[src/rtl/band_scale_pkg.sv]
// Shared types, widths and arithmetic helpers for the band scaler.
// Optional feature macro: GAIN_RAMP_EN (per-band gain slew, used in band_scale_seq).
package band_scale_pkg;

  localparam int DATA_W = 16;
  localparam int POT_W  = 12;
  localparam int PROD_W = DATA_W + POT_W + 1;
  localparam int SHIFT  = POT_W - 2;

  localparam logic signed [PROD_W-1:0] SAT_MAX =
    $signed({{(PROD_W-DATA_W+1){1'b0}}, {(DATA_W-1){1'b1}}});
  localparam logic signed [PROD_W-1:0] SAT_MIN =
    $signed({{(PROD_W-DATA_W+1){1'b1}}, {(DATA_W-1){1'b0}}});

  typedef enum logic [1:0] {
    IDLE = 2'd0,
    CALC = 2'd1,
    DONE = 2'd2
  } state_t;

  typedef struct packed {
    logic              sat;
    logic [DATA_W-1:0] val;
  } mac_res_t;

  // Squared pot law: (pot*pot) >> POT_W, so mid-scale 0x800 gives unity (1024).
  function automatic logic [POT_W-1:0] sq_gain(input logic [POT_W-1:0] pot);
    logic [2*POT_W-1:0] sq;
    sq = {{POT_W{1'b0}}, pot} * {{POT_W{1'b0}}, pot};
    return sq[2*POT_W-1:POT_W];
  endfunction

  // Floor-shift the product back to sample scale and clip to the sample range.
  function automatic mac_res_t sat_shift(input logic signed [PROD_W-1:0] product);
    logic signed [PROD_W-1:0] sh;
    mac_res_t res;
    sh = product >>> SHIFT;
    if (sh > SAT_MAX) begin
      res.sat = 1'b1;
      res.val = {1'b0, {(DATA_W-1){1'b1}}};
    end else if (sh < SAT_MIN) begin
      res.sat = 1'b1;
      res.val = {1'b1, {(DATA_W-1){1'b0}}};
    end else begin
      res.sat = 1'b0;
      res.val = sh[DATA_W-1:0];
    end
    return res;
  endfunction

endpackage

[src/rtl/band_scale_mac.sv]
// One-channel combinational multiply / shift / saturate, shared across bands.
module band_scale_mac
  import band_scale_pkg::*;
(
  input  logic [DATA_W-1:0] sample_i,
  input  logic [POT_W-1:0]  gain_i,
  output logic [DATA_W-1:0] result_o,
  output logic              sat_o
);

  logic signed [PROD_W-1:0] prod_s;
  mac_res_t                 res_s;

  // Signed sample times non-negative gain, then scale back and clip.
  always_comb begin
    prod_s   = $signed({{(POT_W+1){sample_i[DATA_W-1]}}, sample_i}) *
               $signed({{DATA_W{1'b0}}, 1'b0, gain_i});
    res_s    = sat_shift(prod_s);
    result_o = res_s.val;
    sat_o    = res_s.sat;
  end

endmodule

[src/rtl/band_scale_seq.sv]
// Time-multiplexed multi-band gain scaler: one frame in, NUM_CH bands
// processed one per cycle through a single MAC, full frame published at once.
// Optional feature macro: GAIN_RAMP_EN (per-band gain registers slewing
// toward the pot target by at most RAMP_STEP per frame).
module band_scale_seq
  import band_scale_pkg::*;
#(
  parameter int NUM_CH    = 5,
  parameter int RAMP_STEP = 256
) (
  input  logic                     clk,
  input  logic                     rst,
  input  logic                     in_vld,
  output logic                     in_rdy,
  input  logic [NUM_CH*DATA_W-1:0] audio,
  input  logic [NUM_CH*POT_W-1:0]  pot,
  output logic                     out_vld,
  output logic [NUM_CH*DATA_W-1:0] scaled,
  output logic [NUM_CH-1:0]        sat_flag
);

  localparam int CNT_W = (NUM_CH > 1) ? $clog2(NUM_CH) : 1;
  localparam logic [CNT_W-1:0] CNT_LAST = CNT_W'(NUM_CH - 1);

  state_t                    state_q, state_d;
  logic [CNT_W-1:0]          cnt_q, cnt_d;
  logic [NUM_CH*DATA_W-1:0]  audio_q, audio_d;
  logic [NUM_CH*POT_W-1:0]   pot_q, pot_d;
  logic [NUM_CH*DATA_W-1:0]  stage_q, stage_d;
  logic [NUM_CH-1:0]         stage_sat_q, stage_sat_d;
  logic [NUM_CH*DATA_W-1:0]  scaled_q, scaled_d;
  logic [NUM_CH-1:0]         sat_q, sat_d;
  logic                      out_vld_q, out_vld_d;
  logic                      in_rdy_q, in_rdy_d;

  logic [DATA_W-1:0]         sample_s;
  logic [POT_W-1:0]          tgt_s;
  logic [POT_W-1:0]          gain_s;
  logic [DATA_W-1:0]         mac_val_s;
  logic                      mac_sat_s;

`ifdef GAIN_RAMP_EN
  localparam logic [POT_W-1:0] STEP = POT_W'(RAMP_STEP);
  logic [POT_W-1:0] g_q [NUM_CH];
  logic [POT_W-1:0] g_d [NUM_CH];
  logic [POT_W-1:0] g_cur_s;
`endif

  // Select the active channel's sample and derive the gain applied this cycle.
  always_comb begin
    sample_s = audio_q[cnt_q*DATA_W +: DATA_W];
    tgt_s    = sq_gain(pot_q[cnt_q*POT_W +: POT_W]);
`ifdef GAIN_RAMP_EN
    g_cur_s = g_q[cnt_q];
    if (tgt_s > g_cur_s) begin
      if ((tgt_s - g_cur_s) > STEP) begin
        gain_s = g_cur_s + STEP;
      end else begin
        gain_s = tgt_s;
      end
    end else begin
      if ((g_cur_s - tgt_s) > STEP) begin
        gain_s = g_cur_s - STEP;
      end else begin
        gain_s = tgt_s;
      end
    end
`else
    gain_s = tgt_s;
`endif
  end

  band_scale_mac u_mac (
    .sample_i (sample_s),
    .gain_i   (gain_s),
    .result_o (mac_val_s),
    .sat_o    (mac_sat_s)
  );

  // Next-state and datapath update: capture, per-channel compute, publish.
  always_comb begin
    state_d     = state_q;
    cnt_d       = cnt_q;
    audio_d     = audio_q;
    pot_d       = pot_q;
    stage_d     = stage_q;
    stage_sat_d = stage_sat_q;
    scaled_d    = scaled_q;
    sat_d       = sat_q;
    out_vld_d   = 1'b0;
`ifdef GAIN_RAMP_EN
    g_d = g_q;
`endif
    case (state_q)
      IDLE: begin
        if (in_vld && in_rdy_q) begin
          audio_d = audio;
          pot_d   = pot;
          cnt_d   = '0;
          state_d = CALC;
        end else begin
          state_d = IDLE;
        end
      end
      CALC: begin
        stage_d[cnt_q*DATA_W +: DATA_W] = mac_val_s;
        stage_sat_d[cnt_q]              = mac_sat_s;
`ifdef GAIN_RAMP_EN
        g_d[cnt_q] = gain_s;
`endif
        if (cnt_q == CNT_LAST) begin
          cnt_d   = '0;
          state_d = DONE;
        end else begin
          cnt_d   = cnt_q + CNT_W'(1);
        end
      end
      DONE: begin
        scaled_d  = stage_q;
        sat_d     = stage_sat_q;
        out_vld_d = 1'b1;
        state_d   = IDLE;
      end
      default: begin
        state_d = IDLE;
      end
    endcase
    in_rdy_d = (state_d == IDLE);
  end

  // State and datapath registers; reset aborts any frame in flight.
  always_ff @(posedge clk or posedge rst) begin
    if (rst) begin
      state_q     <= IDLE;
      cnt_q       <= '0;
      audio_q     <= '0;
      pot_q       <= '0;
      stage_q     <= '0;
      stage_sat_q <= '0;
      scaled_q    <= '0;
      sat_q       <= '0;
      out_vld_q   <= 1'b0;
      in_rdy_q    <= 1'b1;
`ifdef GAIN_RAMP_EN
      for (int i = 0; i < NUM_CH; i++) begin
        g_q[i] <= '0;
      end
`endif
    end else begin
      state_q     <= state_d;
      cnt_q       <= cnt_d;
      audio_q     <= audio_d;
      pot_q       <= pot_d;
      stage_q     <= stage_d;
      stage_sat_q <= stage_sat_d;
      scaled_q    <= scaled_d;
      sat_q       <= sat_d;
      out_vld_q   <= out_vld_d;
      in_rdy_q    <= in_rdy_d;
`ifdef GAIN_RAMP_EN
      g_q <= g_d;
`endif
    end
  end

  assign in_rdy   = in_rdy_q;
  assign out_vld  = out_vld_q;
  assign scaled   = scaled_q;
  assign sat_flag = sat_q;

endmodule

[config.mk]
export PLATFORM = sky130hd
export DESIGN_NAME = band_scale_seq
export DESIGN_NICKNAME = d
export VERILOG_FILES = /design/src/rtl/band_scale_pkg.sv /design/src/rtl/band_scale_mac.sv /design/src/rtl/band_scale_seq.sv
export SDC_FILE = /design/constraint.sdc
export NUM_CORES = 1
export LEC_CHECK = 0
export ABC_AREA = 0
export CAP_MARGIN = 25
export CORE_MARGIN = 8
export CORE_UTILIZATION = 39
export DETAILED_ROUTE_END_ITERATION = 8
export GPL_TIMING_DRIVEN = 0
export SLEW_MARGIN = 25
export SYNTH_ARGS = -nofsm -noshare
export SYNTH_HDL_FRONTEND = slang
export SYNTH_SLANG_ARGS = --single-unit
[constraint.sdc]
create_clock -name clk -period 16.2 [get_ports clk]
set_input_delay 3.24 -clock clk [delete_from_list [all_inputs] [get_ports clk]]
set_output_delay 3.24 -clock clk [all_outputs]
set_load 0.05 [all_outputs]
Yosys cells after proc, flatten, opt, wreduce, memory -nomap -nowiden:

Index checks and enable logic that the tools add are counted.
W data, S select, Z words.

* add/subtract/negate cells: 2
* multiply operators: 3
* order comparisons: 4
* eq/ne operators: 4
* shift-type cells: 4
* multiplexer cells: 13
* reductions and logical operators: 7

Operators by type and width (number)
* $bwmux W80: 1
* $shift A16 B34 Y80 const A: 1
* $shiftx A16 B34 Y80: 1
* $shiftx A80 B8 Y16: 1
* $shiftx A60 B8 Y12: 1
* $mux W17: 2
* $neg A7 Y34: 1
* $mul A16 B13 Y29: 1
* $mul A12 B12 Y24: 1
* $gt A19 B16 Y1 const B: 1
* $lt A19 B16 Y1 const B: 1
* $mux W3: 2
* $pmux W3 S2: 1
* $bwmux W5: 1
* $mul A3 B2 Y5 const B: 1
* $logic_not A2 Y1: 2
* $lt A3 B4 Y1 const B: 1
* $pmux W2 S2: 1
* $reduce_and A2 Y1: 2
* $add A3 B1 Y3 const B: 1
* $demux W1 S3: 1
* $eq A3 B3 Y1 const B: 1
* $ge A3 B1 Y1 const B: 1
* $mux W1: 3
* other kinds (6): 7

* flip-flop bits (word level): 317
* input port bits: 143
* output and inout port bits: 87
* logic and storage cells: 47

Depth between registers and ports, before layout:

* depth in word-level cells: 9
* mapped depth: 54
* depth with buffers taken out: 49

Hierarchy:

From an unflattened synthesis, not the netlist that was laid out.

* cells, all modules: 2509
* area, all modules: 24805.0 um^2

By module, submodules not included
* band_scale_seq: times used 1, cells each 1635, area each 17290.3 um^2, sequential area each 7933.9 um^2
* band_scale_mac: times used 1, cells each 874, area each 7514.7 um^2, sequential area each 0.0 um^2

Least setup slack after synthesis:

No wires, ideal clock.

* path kind: reg2reg
* start: register cnt_q[0]
* end: register stage_q[20]
* setup time: 0.122 ns
* arrival time: 13.276 ns
* required time: 16.078 ns
* slack: 2.803 ns
* stages on the path, launching flop included: 53
* path buffers: 6
* clock period less this slack: 13.397 ns
* cells stage by stage: dfrtp_1 > buf_4 > buf_1 > clkbuf_1 > buf_1 > mux2i_1 > o22a_1 > inv_1 > nand2_1 > inv_1 > fa_1 > inv_1 > fa_1 > fa_1 > inv_1 > fa_1 > inv_1 > fa_1 > [17 not listed] > fa_1 > inv_1 > fa_1 > inv_1 > ha_1 > clkbuf_1 > and3_1 > and4_1 > nand3_1 > nor3_1 > nand2_1 > a211o_1 > a21oi_1 > o21ai_0 > o21ai_4 > buf_4 > nand2_1 > a32o_1

* cells in the longest elaborated chain, start to end: 9
* elaborated cells on any way between the ends: 13
* those cells by class: add/sub (1); mul (3); order compare (2); shift (4); mux (3)

RTL lines
* start, declared: RTL line band_scale_seq.sv:26 `logic [CNT_W-1:0] cnt_q, cnt_d;`
* start signal, assigned: RTL line band_scale_seq.sv:151 `cnt_q <= cnt_d;`
* $mul A3 B2 Y5: RTL line band_scale_seq.sv:52 `tgt_s = sq_gain(pot_q[cnt_q*POT_W +: POT_W]);`
* $shiftx A60 B8 Y12: RTL line band_scale_seq.sv:52
* $mul A12 B12 Y24: RTL line band_scale_pkg.sv:29 `sq = {{POT_W{1'b0}}, pot} * {{POT_W{1'b0}}, pot};`
* $mul A16 B13 Y29: RTL line band_scale_mac.sv:16 `prod_s = $signed({{(POT_W+1){sample_i[DATA_W-1]}}, sample_i}) *`
* $lt A19 B16 Y1: RTL line band_scale_pkg.sv:41 `end else if (sh < SAT_MIN) begin`
* $mux W17: RTL line band_scale_pkg.sv:41
* $mux W17: RTL line band_scale_pkg.sv:38 `if (sh > SAT_MAX) begin`
* $shiftx A16 B34 Y80: RTL line band_scale_seq.sv:106 `stage_d[cnt_q*DATA_W +: DATA_W] = mac_val_s;`
* $bwmux W80 *: RTL line band_scale_seq.sv:106
* end signal, assigned: RTL line band_scale_seq.sv:154 `stage_q <= stage_d;`
* end, declared: RTL line band_scale_seq.sv:29 `logic [NUM_CH*DATA_W-1:0] stage_q, stage_d;`

Every way passes the cells marked *; elsewhere a longest branch is shown, timed or not.
A chain may end at the register's enable or synchronous reset.

Final worst setup path:

* start: register cnt_q[0]
* end: register stage_q[51]

The elaborated chain is that of the path after synthesis.

==> impl_metrics.env <==
export IMPL_port_buffers=229
export IMPL_synth_edf_count=0
export IMPL_cts_sinks=317
export IMPL_drc=0
export IMPL_core_area_sq_um=61830
export IMPL_hold_viol=0
export IMPL_cp_common_cell="fa_1"
export IMPL_post_cts_setup_buffers=0
export IMPL_multiInputGateArea_sq_um=14630
export IMPL_ioPinCount=230
export IMPL_syn_nets=2825
export IMPL_hpwlAfterDp_microns=60590
export IMPL_initial_core_util_pct=39.54
export IMPL_overflow=0
export IMPL_antenna_found_initial=7
export IMPL_reg2reg_slack_ns=0.66
export IMPL_syn_to_final_growth_pct=19.76
export IMPL_vias_per_cell=5.210
export IMPL_start_kind="flop"
export IMPL_crit_path_max_fanout=19
export IMPL_regArea_sq_um=7934
export IMPL_h_tree_depth=2
export IMPL_num_fill_cells=5714
export IMPL_hold_path_class="reg2reg"
export IMPL_yosys_most_used_dff="dfrtp_1"
export IMPL_outcome="finished, final reports clean"
export IMPL_drtAntennaViolNets=0
export IMPL_globalRouteMet2Util_pct=34.36
export IMPL_crit_type="reg2reg"
export IMPL_cts_made_buffers=37
export IMPL_fmax_ghz=0.06436
export IMPL_seq_area_frac_synth_pct=32.45
export IMPL_yosys_warnings=0
export IMPL_track_usage_pct=21.07
export IMPL_grt_met3_usage_pct=3.985
export IMPL_drive_above_1_share_pct=13.70
export IMPL_report_final_setup_viol=0
export IMPL_finalNetCount=3096
export IMPL_pre_cts_ws_ns=-0.7925
export IMPL_layout_commonest_cell="inv_1"
export IMPL_period_share_pct=95.92
export IMPL_grt_pass1_wl_microns=114800
export IMPL_grt_pass1_vias=19130
export IMPL_cts_root_buffer="clkbuf_16"
export IMPL_top_usage_layer="met2"
export IMPL_clkTransAtPathRegs_ns=0.06
export IMPL_dr_pass1_iters=8
export IMPL_layout_setup_ws_ns=0.6614
export IMPL_ctsHoldBuffers=0
export IMPL_synth_cells=2299
export IMPL_rsz0062_at_grt="false"
export IMPL_finalMaxSlewViolations=0
export IMPL_clkLatencyLatePin_ns=0.56
export IMPL_clockBufferDepth=3
export IMPL_final_cell_mix="390 x inv_1, 316 x dfrtp_1, 259 x fa_1"
export IMPL_tightest_slew_ns=1.035
export IMPL_grt_start_max_net_pins=94
export IMPL_die_y_microns=266.4
export IMPL_max_stage_delay_ns=0.55
export IMPL_cts_tree="done"
export IMPL_fin_skew_ns=0.02476
export IMPL_maxCapViolCount=0
export IMPL_cp_arrival_ns=15.98
export IMPL_globalplace_congestion=0.9139
export IMPL_slew_headroom_pct=30.48
export IMPL_worst_path_max_delay_cell="fa_1"
export IMPL_wirelength_microns=74930
export IMPL_num_rows=91
export IMPL_grt_met1_usage_pct=28.24
export IMPL_ys_async_sr_fraction_pct=100.0
export IMPL_ys_seq_elements=317
export IMPL_vias=17930
export IMPL_syn_avg_cell_area_sq_um=10.63
export IMPL_drt_iter0_markers=1359
export IMPL_chipWidth_microns=266.4
export IMPL_die_area_sq_um=70950
export IMPL_synth_cell_types=79
export IMPL_cp_data_required_time_ns=16.64
export IMPL_end_kind="flop"
export IMPL_syn_area_sq_um=24450
export IMPL_wire_per_inst_microns=21.77
export IMPL_fin_crit_ns=15.54
## area by class of cell
type,instances,area share [%]
Timing Repair Buffer,233,8.128
Sequential cell,317,27.10
Buffer,101,1.551
Tap cell,837,3.577
Clock inverter,21,0.9701
Multi-Input combinational cell,1486,49.98
Inverter,394,5.077
Antenna cell,6,0.05128
Clock buffer,47,3.568
## metrics by stage
step                hold WS [ns]  std cells  util [%]  TNS [ns]  area, sq um
floorplan                 0.4444       2299         -         0        24450
global placement          0.4586       3365     44.94   -117.66        27790
detailed placement        0.4686       3369     45.10    -49.70        27880
CTS                       0.4827       3436     47.26         0        29220
global route              0.5069       3442     47.36         0        29280
finish                    0.4825       3442     47.36         0        29280
## worst paths after layout
| kind | start | to | depth (start not counted) |
|---|---|---|---|
| worst max-delay path | cnt_q[0]$_DFFE_PP0P_ | stage_q[51]$_DFFE_PP0P_ | 53 |
| worst min-delay path | stage_q[63]$_DFFE_PP0P_ | stage_q[63]$_DFFE_PP0P_ | 2 |
| worst max register to register | cnt_q[0]$_DFFE_PP0P_ | stage_q[51]$_DFFE_PP0P_ | 53 |
| worst min register to register | stage_q[63]$_DFFE_PP0P_ | stage_q[63]$_DFFE_PP0P_ | 2 |
| max in group asynchronous | rst | pot_q[32]$_DFFE_PP0P_ | 4 |
| min in group asynchronous | rst | scaled[3]$_DFFE_PP0P_ | 2 |
## kinds of logic after synthesis
group | Yosys count | share of synthesized area [%]
buffers and inverters | 496 | 7.871
and+or+nand+nor | 487 | 9.233
adders and majority gates | 383 | 27.56
DFF | 317 | 32.45
AOI/OAI and AO/OA | 303 | 9.038
muxes | 267 | 12.20
xor gates and xnor gates | 46 | 1.648
## metal layers
metal / share of wire (%) / vias up / wire (microns)
met2: 47 / 602 / 35220
met5: 0.017 / - / 13
met1: 43 / 9197 / 32440
met4: 2.8 / 2 / 2114
li1: - / 8036 / -
met3: 6.9 / 96 / 5151
## Yosys cell counts (5+ instances only)
master	instances	area (sq um)
a31o_1	24	210.2
a22oi_1	13	97.59
and3_1	8	50.05
ha_1	124	1551
inv_1	391	1468
nand4_1	12	75.07
nand2_1	215	807.0
mux2i_1	28	280.3
o21a_1	12	90.09
xor2_1	10	87.58
clkbuf_1	76	285.3
and2_1	47	294.0
dfrtp_1	316	7908
buf_2	5	25.02
mux2_2	235	2646
o21ai_0	34	170.2
nand3_1	16	80.08
nor2_1	116	435.4
o21bai_1	6	45.04
or3_1	5	31.28
nand2b_1	9	56.30
nor3_1	8	40.04
a21oi_1	77	385.4
buf_6	6	67.56
a32o_1	41	410.4
nor2b_1	24	150.1
xnor2_1	36	315.3
a21o_1	23	172.7
o21ai_1	6	30.03
o22a_1	18	157.7
buf_1	12	45.04
fa_1	259	5185
o22ai_1	9	56.30
## registers in the layout, indices dropped and copies added, names as in the netlist
signal       cells
audio_q         80
scaled          80
stage_q         80
pot_q           60
sat_flag         5
stage_sat_q      5
cnt_q            3
state_q          2
in_rdy           1
out_vld          1
## worst max-delay path: cells and delay by family (launching register included)
family | cells | cell delay (ns)
buf+inv | 16 | 2.97
flops | 1 | 0.45
fa+ha+maj | 12 | 5.68
compound gates | 13 | 3.38
mux | 1 | 0.36
xor+xnor | 1 | 0.43
simple gates | 10 | 2.11
## repair_timing
item | CTS | global route
pin swaps | 0 | 0
resized for setup | 4 | 13
endpoints found under the setup margin | 85 | 80
Power is left out: the tool's default activity adds up to more than one toggle a clock period on the data nets, which glitch-free logic cannot reach.
